[src/rtl/data_mem_mmio.sv]
// Data-side responder for the single-cycle core: word RAM plus LED/SW/CYCLE/timer MMIO window.
// Optional timer block (TLOAD/TCTRL/TSTAT/TCNT, timer_irq) is built only when DMEM_TIMER_EN is defined.
module data_mem_mmio #(
    parameter int WORD_WIDTH     = 16,
    parameter int DMEM_DEPTH     = 256,
    parameter int DMEM_ADDR_BITS = 8
) (
    input  logic                  clk,
    input  logic                  rst,
    input  logic                  run_en,
    input  logic [WORD_WIDTH-1:0] mem_addr,
    input  logic [WORD_WIDTH-1:0] mem_write_data,
    input  logic                  mem_write_en,
    input  logic                  mem_read_en,
    output logic [WORD_WIDTH-1:0] mem_read_data,
    input  logic [WORD_WIDTH-1:0] sw_in,
    output logic [WORD_WIDTH-1:0] led_out,
    output logic                  timer_irq
);

    localparam logic [WORD_WIDTH-1:0] ADDR_LED   = 16'hFFF0;
    localparam logic [WORD_WIDTH-1:0] ADDR_SW    = 16'hFFF1;
    localparam logic [WORD_WIDTH-1:0] ADDR_CYCLE = 16'hFFF2;
`ifdef DMEM_TIMER_EN
    localparam logic [WORD_WIDTH-1:0] ADDR_TLOAD = 16'hFFF3;
    localparam logic [WORD_WIDTH-1:0] ADDR_TCTRL = 16'hFFF4;
    localparam logic [WORD_WIDTH-1:0] ADDR_TSTAT = 16'hFFF5;
    localparam logic [WORD_WIDTH-1:0] ADDR_TCNT  = 16'hFFF6;
`endif

    logic                      we_s;
    logic                      ram_hit_s;
    logic [DMEM_ADDR_BITS-1:0] ram_idx_s;
    logic [WORD_WIDTH-1:0]     mem_q [DMEM_DEPTH];
    logic [WORD_WIDTH-1:0]     led_q, led_d;
    logic [WORD_WIDTH-1:0]     cycle_q, cycle_d;
    logic [WORD_WIDTH-1:0]     sw_sync1_q, sw_sync1_d;
    logic [WORD_WIDTH-1:0]     sw_sync2_q, sw_sync2_d;
    logic [WORD_WIDTH-1:0]     rdata_s;

    assign we_s      = mem_write_en & run_en;
    assign ram_hit_s = (mem_addr[WORD_WIDTH-1:DMEM_ADDR_BITS] == '0);
    assign ram_idx_s = mem_addr[DMEM_ADDR_BITS-1:0];

    // Next-state for LED, cycle counter and switch synchronizer (sync runs even when paused)
    always_comb begin
        led_d      = led_q;
        cycle_d    = cycle_q;
        sw_sync1_d = sw_in;
        sw_sync2_d = sw_sync1_q;
        if (we_s && (mem_addr == ADDR_LED)) begin
            led_d = mem_write_data;
        end else begin
            led_d = led_q;
        end
        if (we_s && (mem_addr == ADDR_CYCLE)) begin
            cycle_d = '0;
        end else if (run_en) begin
            cycle_d = cycle_q + 16'd1;
        end else begin
            cycle_d = cycle_q;
        end
    end

    // Basic MMIO register state
    always_ff @(posedge clk) begin
        if (rst) begin
            led_q      <= '0;
            cycle_q    <= '0;
            sw_sync1_q <= '0;
            sw_sync2_q <= '0;
        end else begin
            led_q      <= led_d;
            cycle_q    <= cycle_d;
            sw_sync1_q <= sw_sync1_d;
            sw_sync2_q <= sw_sync2_d;
        end
    end

    // RAM store port; contents deliberately survive reset
    always_ff @(posedge clk) begin
        if (we_s && ram_hit_s) begin
            mem_q[ram_idx_s] <= mem_write_data;
        end
    end

`ifdef DMEM_TIMER_EN
    typedef enum logic [0:0] {T_IDLE = 1'b0, T_COUNT = 1'b1} tstate_e;

    tstate_e               state_q, state_d;
    logic [WORD_WIDTH-1:0] tload_q, tload_d;
    logic [WORD_WIDTH-1:0] tcnt_q, tcnt_d;
    logic                  auto_q, auto_d;
    logic                  exp_q, exp_d;
    logic                  exp_set_s;
    logic                  tctrl_wr_s;
    logic                  timer_en_s;

    assign tctrl_wr_s = we_s && (mem_addr == ADDR_TCTRL);

    // Timer state register
    always_ff @(posedge clk) begin
        if (rst) begin
            state_q <= T_IDLE;
            tload_q <= '0;
            tcnt_q  <= '0;
            auto_q  <= 1'b0;
            exp_q   <= 1'b0;
        end else begin
            state_q <= state_d;
            tload_q <= tload_d;
            tcnt_q  <= tcnt_d;
            auto_q  <= auto_d;
            exp_q   <= exp_d;
        end
    end

    // Timer next-state: a TCTRL write always overrides the decrement/expiry step
    always_comb begin
        state_d   = state_q;
        tload_d   = tload_q;
        tcnt_d    = tcnt_q;
        auto_d    = auto_q;
        exp_set_s = 1'b0;
        if (we_s && (mem_addr == ADDR_TLOAD)) begin
            tload_d = mem_write_data;
        end else begin
            tload_d = tload_q;
        end
        if (tctrl_wr_s) begin
            auto_d = mem_write_data[1];
        end else begin
            auto_d = auto_q;
        end
        case (state_q)
            T_IDLE: begin
                if (tctrl_wr_s && mem_write_data[0]) begin
                    tcnt_d  = tload_q;
                    state_d = T_COUNT;
                end else begin
                    state_d = T_IDLE;
                end
            end
            T_COUNT: begin
                if (tctrl_wr_s) begin
                    if (mem_write_data[0]) begin
                        tcnt_d = tload_q;
                    end else begin
                        state_d = T_IDLE;
                    end
                end else if (run_en) begin
                    if (tcnt_q != '0) begin
                        tcnt_d = tcnt_q - 16'd1;
                    end else if (auto_q) begin
                        exp_set_s = 1'b1;
                        tcnt_d    = tload_q;
                    end else begin
                        exp_set_s = 1'b1;
                        state_d   = T_IDLE;
                    end
                end else begin
                    state_d = T_COUNT;
                end
            end
            default: begin
                state_d = T_IDLE;
            end
        endcase
        // Expiry beats a simultaneous W1C
        if (exp_set_s) begin
            exp_d = 1'b1;
        end else if (we_s && (mem_addr == ADDR_TSTAT) && mem_write_data[0]) begin
            exp_d = 1'b0;
        end else begin
            exp_d = exp_q;
        end
    end

    // Timer outputs
    always_comb begin
        timer_en_s = (state_q == T_COUNT);
        timer_irq  = exp_q;
    end
`else
    assign timer_irq = 1'b0;
`endif

    // Combinational read mux; reads have no side effects
    always_comb begin
        rdata_s = '0;
        if (!mem_read_en) begin
            rdata_s = '0;
        end else if (ram_hit_s) begin
            rdata_s = mem_q[ram_idx_s];
        end else begin
            case (mem_addr)
                ADDR_LED:   rdata_s = led_q;
                ADDR_SW:    rdata_s = sw_sync2_q;
                ADDR_CYCLE: rdata_s = cycle_q;
`ifdef DMEM_TIMER_EN
                ADDR_TLOAD: rdata_s = tload_q;
                ADDR_TCTRL: rdata_s = {14'd0, auto_q, timer_en_s};
                ADDR_TSTAT: rdata_s = {15'd0, exp_q};
                ADDR_TCNT:  rdata_s = tcnt_q;
`endif
                default:    rdata_s = '0;
            endcase
        end
    end

    assign mem_read_data = rdata_s;
    assign led_out       = led_q;

endmodule

[config.mk]
export PLATFORM = sky130hd
export DESIGN_NAME = data_mem_mmio
export DESIGN_NICKNAME = d
export VERILOG_FILES = /design/src/rtl/data_mem_mmio.sv
export SDC_FILE = /design/constraint.sdc
export NUM_CORES = 2
export LEC_CHECK = 0
export BUFFER_PORTS_ARGS = -buffer_cell sky130_fd_sc_hd__buf_2
export CAP_MARGIN = 10
export CORE_MARGIN = 2
export CORE_UTILIZATION = 39
export CTS_CLUSTER_SIZE = 14
export DETAILED_ROUTE_END_ITERATION = 6
export GPL_TIMING_DRIVEN = 0
export SYNTH_ARGS = -nofsm -noshare
export SYNTH_HDL_FRONTEND = slang
export SYNTH_SLANG_ARGS = --single-unit
[constraint.sdc]
create_clock -name clk -period 5.72 [get_ports clk]
set_clock_uncertainty 0.15 [all_clocks]
set_input_delay 0 -clock clk [delete_from_list [all_inputs] [get_ports clk]]
set_output_delay 0 -clock clk [all_outputs]
set_load 0.02 [all_outputs]
Word level (Yosys, flattened, before mapping). Memory sizes are Yosys's and may differ from the RTL's. Cells that the tools add are included.

Multiply operators: 0. Multiplexer cells: 5. Magnitude comparators: 0. Shifts and indexed selects: 0. Eq/ne operators: 3. Reductions and logical operators: 5. Divide/modulo/power cells: 0. Bitwise logic cells: 1. $add $sub $neg: 1.

Operators by type and width (number): $eq A16 B16 Y1 const B (3); $pmux W16 S3 (1); $mux W16 (2); $add A16 B1 Y16 const B (1); $logic_not A8 Y1 (1); $logic_and A1 B1 Y1 (3); $mux W1 (2); $reduce_or A2 Y1 (1); $and A1 B1 Y1 (1).

Bits in writable memories: 4096. Bits in registers: 64. Logic and storage cells: 20. Latch bits: 0. Memories kept: 1. Bits in read-only memories: 0. Input bits: 53. Output and inout bits: 33.

Memory list: mem_q (words 256, bits a word 16, read ports 1, clocked after Yosys merged registers in 0, wr ports 1, line 34) `logic [WORD_WIDTH-1:0] mem_q [DMEM_DEPTH];`.

Depth between registers and ports, before layout.
Depth in word-level cells: 4. Mapped depth: 14. Mapped depth without buffers: 7.

Worst setup path after synthesis. Ideal clock, no wire load.

Kind: input to register. Start point: input mem_addr[0]. End point: memory mem_q[241][0] (enable). Path slack: 2.531 ns. Required time: 5.157 ns. Library setup time: 0.413 ns. Arrival time: 2.627 ns. Buffers on the path: 8. Stages on the path: 9. Cells stage by stage: buf_6 -> buf_6 -> buf_6 -> buf_8 -> buf_6 -> buf_6 -> buf_4 -> buf_2 -> nor3b_1.

RTL lines: start: declaration (line 11) `input logic [WORD_WIDTH-1:0] mem_addr,`; end: declaration (line 34).

Straight into the memory's write port.

Worst setup path in the final report.
Start point: input mem_addr[1]. End point: output mem_read_data[1].

Longest elaborated chain between the ends: 4. Elaborated cells between the ends (all ways): 7. Classes of those cells: 3 x eq/ne; 3 x mux; 1 x memory.

Ends and longest elaborated chain: parallel branches: the longest is 2 deep, another holds $mem_v2 Z256 W16; $mux W16 (*) (line 193) `end else if (ram_hit_s) begin`; $mux W16 (*) (line 191) `if (!mem_read_en) begin`; end: declaration (line 15) `output logic [WORD_WIDTH-1:0] mem_read_data,`.

Mark *: on every way between the ends.

==> metrics.md <==
| Metric | Value |
|---|---|
| Port buffer count | 77 |
| Largest net degree at the start of global routing | 150 |
| Max-slew violations | 0 |
| Routed WL per cell | 37.21 um |
| Number of enable flip-flop cells after synthesis | 4096 |
| Final min period | 5.951 ns |
| Final WL | 536600 um |
| Clock sink count | 4160 |
| Worst slew margin | 1.094% |
| Number of global-route vias before repair | 84364 |
| Die height | 644.7 um |
| Critical Path End Type | output pin |
| CP max FO | 11 |
| Syn Nets | 7759 |
| DRT iter0 DRCs | 13648 |
| CTS Buffer Depth | 4 |
| NetSw | 0.01432 W |
| Num rows | 235 |
| Status | finished with violations |
| Htree depth | 5 |
| First-pass DRT Iterations | 6 |
| Dpl hpwl | 369200 um |
| FFs w/ async S/R, synth | 0% |
| TritonCTS clock tree | built |
| PD cells | 340.3 nW/um^2 |
| Violated checks | setup timing |
| CTS Buf Count | 416 |
| Comb pwr share | 5.5% |
| Startpoint types | input port |
| Tcrit/Tclk final | 104.0% |
| Clk_lat worst skew | 0.98 ns |
| Final setup vio count | 11 |
| Nets | 8630 |
| # Max-Cap Violations | 0 |
| RSZ-0062 raised after global routing | no |
| Reg clk slew, reported paths | 0.06 ns |
| Synthesized instance count | 7705 |
| Mapped cell area | 160100 um^2 |
| WS Path Type | input port to output pin |
| Yosys cell types | 73 |
| Worst VDD drop | 0.0002904 V |
| Final setup margin | -0.2311 ns |
| Number of remaining DRC errors | 0 |
| Fmax | 0.1680 GHz |
| Synth Register Bits | 4160 |
| Syn Area/Cell | 20.78 um^2 |
| Placeable Area | 409300 um^2 |
| Gr ovfl total | 0 |
| Number of placed instances, taps included | 13516 |
| Clk pwr share | 42.2% |
| Die Wd | 644.7 um |
| Post-CTS setup buffers | 0 |
| Switching Share | 22.35% |
| Worst-Margin Slew | 1.484 ns |
| Layout cells sized above 1 | 24.88% |
| Global-route wire length before repair | 715800 um |
| WP data arrival | 5.80 ns |
| Fin cells | 14421 |
| Filler cell count | 33929 |
| Total vias in the final route | 87396 |
| Internal Pwr Total | 0.04974 W |
| I/O pin total | 86 |
| Syn-to-layout area delta | 17.60% |
| Die ar. | 415600 um^2 |
| Root Driver | clkbuf_16 |
| Sequential fraction of the synthesis area | 77.64% |
| HP Class | input port to flip-flop |
| Setup TNS | -1.416 ns |
| Register share of total power | 52.3% |
| GRT Overall Usage | 25.27% |
| RD Place Congestion | 1.021 |
| Final hold viol count | 0 |
| Worst EP required | 5.57 ns |
| Effective utilization at floorplan | 39.11% |
| Final antenna-violating net count | 0 |
| Leakage | 59.79 nW |
| YS warnings | 0 |
| Initial antenna violation count | 61 |
| Vias per inst | 6.060 |
| Primary FF master, synth | edfxtp_1 |
## worst paths after layout
check / from / endpoint / slack [ns] / depth (start not counted)
setup / recovery: mem_addr[1] / mem_read_data[1] / -0.23 / 12
hold / removal: mem_write_data[14] / mem_q[93][14] / 0.008 / 2
setup reg to reg: cycle_q[0] / cycle_q[14] / 3.80 / 6
hold reg to reg: sw_sync1_q[1] / sw_sync2_q[1] / 0.29 / 1
## power by group through the flow
stage,Combinational [W],Clock (W),Sequential (W)
5_1_grt,0.00357,0.0283,0.0335
3_5_place_dp,0.00335,0,0.0341
4_1_cts,0.00345,0.0272,0.0335
6_report,0.00354,0.0270,0.0335
3_3_place_gp,0.00319,0,0.0343
2_1_floorplan,0.00143,0,0.0341
## per-stage QoR
step	utilization (%)	hold WS [ns]	area [um^2]	total power (W)	worst slack, ns
after global routing	45.98	0.02207	188200	0.06536	0.02226
after CTS	45.95	0.003394	188100	0.06413	-0.09424
final	46.00	0.008470	188300	0.06406	-0.2311
after detailed placement	42.39	0.06405	173500	0.03748	-1.845
after floorplan	-	-0.05113	160100	0.03556	2.531
after global placement	40.87	0.06457	167300	0.03745	-2.420
## cells by family (layout without fill, tap and decap cells)
logic type,count (synthesis),after routing,synth area share (%)
fa+ha+maj,1,1,0.007815
simple gates,821,821,2.487
xor+xnor,14,14,0.07659
flops,4160,4160,77.64
mux,1367,1367,14.06
buf+inv,472,1687,1.818
other cells,1,51,0.002343
compound gates,869,869,3.913
## metal layers
metal  up-vias  track usage, %  wire [um]
met5         -               0        157
met4        22           14.68      36990
met3      1258           6.924      60360
met2      5554           38.39     241400
met1     46321           32.73     197800
li1      34241               -          -
## sequential cells by signal (all words and copies together), names as in the netlist
register	cells
sw_sync2_q	16
mem_q	4096
led_out	16
sw_sync1_q	16
cycle_q	16
## cell usage in the layout (no fill, tap or decap), types with 45 or more instances in the layout
cell           netlist  layout
clkbuf_1           176     250
clkinv_2             0      72
buf_4               67      71
nand4_1             71      71
diode_2              0      50
edfxtp_1          4096    4096
a22oi_1            201     201
dlygate4sd3_1        0      87
nand3_1             75      72
buf_8                9     202
buf_6               77      88
clkinv_1             0     101
dfxtp_1             64      64
clkbuf_16            0     420
nand2_1            132     132
a211oi_1            45      45
a221oi_1           147     137
buf_16               0      93
mux2i_1            655     655
nor2_2               0     252
o21ai_0             77      77
o22ai_1            130     130
mux4_2             683     683
nor2b_1             78      78
buf_2               95     161
a21oi_1             93      85
nor2_1             310      56
## worst max-delay path, cell delays in order
cell and delay (ns):
buf_4 0.24, buf_6 0.22, buf_2 0.58, buf_4 0.61, buf_6 0.47, buf_2 0.46
mux4_2 0.38, a221oi_2 0.69, nand4_1 0.71, a2111oi_2 0.86, nor3_1 0.25, buf_2 0.23
## timing repair
item,in CTS,in global routing
resized for setup,72,3
hold endpoints to repair,3850,0
setup endpoints to repair,494,5
hold buffers,91,0
pin swaps,9,3
## cell type report
| type | count | area (um^2) | area share, % |
|---|---|---|---|
| timing repair buffer | 453 | 6857 | 3.642 |
| sequential | 4160 | 124300 | 66.02 |
| tap | 5451 | 6820 | 3.623 |
| inverter | 2 | 7.507 | 0.003988 |
| multi-input combinational | 3073 | 33880 | 18.00 |
| clock inverter | 247 | 2445 | 1.299 |
| antenna | 50 | 125.1 | 0.06646 |
| clock buffer | 515 | 10890 | 5.783 |
| buffer | 470 | 2955 | 1.570 |
## Yosys cell counts, types with 13 or more instances
library cell | instances | area, um^2
nor2_1 | 310 | 1164
a221oi_1 | 147 | 1287
edfxtp_1 | 4096 | 123000
a22oi_1 | 201 | 1509
mux2_2 | 13 | 146.4
nand2_1 | 132 | 495.5
nor3_1 | 45 | 225.2
and2_1 | 16 | 100.1
nor2b_1 | 78 | 488.0
a21oi_1 | 93 | 465.5
mux4_1 | 16 | 420.4
a22o_1 | 15 | 131.4
dfxtp_1 | 64 | 1281
mux2i_1 | 655 | 6556
a31oi_1 | 31 | 193.9
nand3_1 | 75 | 375.4
a32oi_1 | 27 | 236.5
a41oi_1 | 16 | 140.1
clkbuf_1 | 176 | 660.6
o21ai_0 | 77 | 385.4
and3_1 | 34 | 212.7
buf_4 | 67 | 503.0
o22ai_1 | 130 | 813.3
mux4_2 | 683 | 15380
a2111oi_0 | 29 | 254.0
buf_6 | 77 | 867.1
a211oi_1 | 45 | 337.8
nand4_1 | 71 | 444.2
buf_2 | 95 | 475.5
buf_1 | 37 | 138.9
Note: power is estimated with default switching activity, not from simulation.
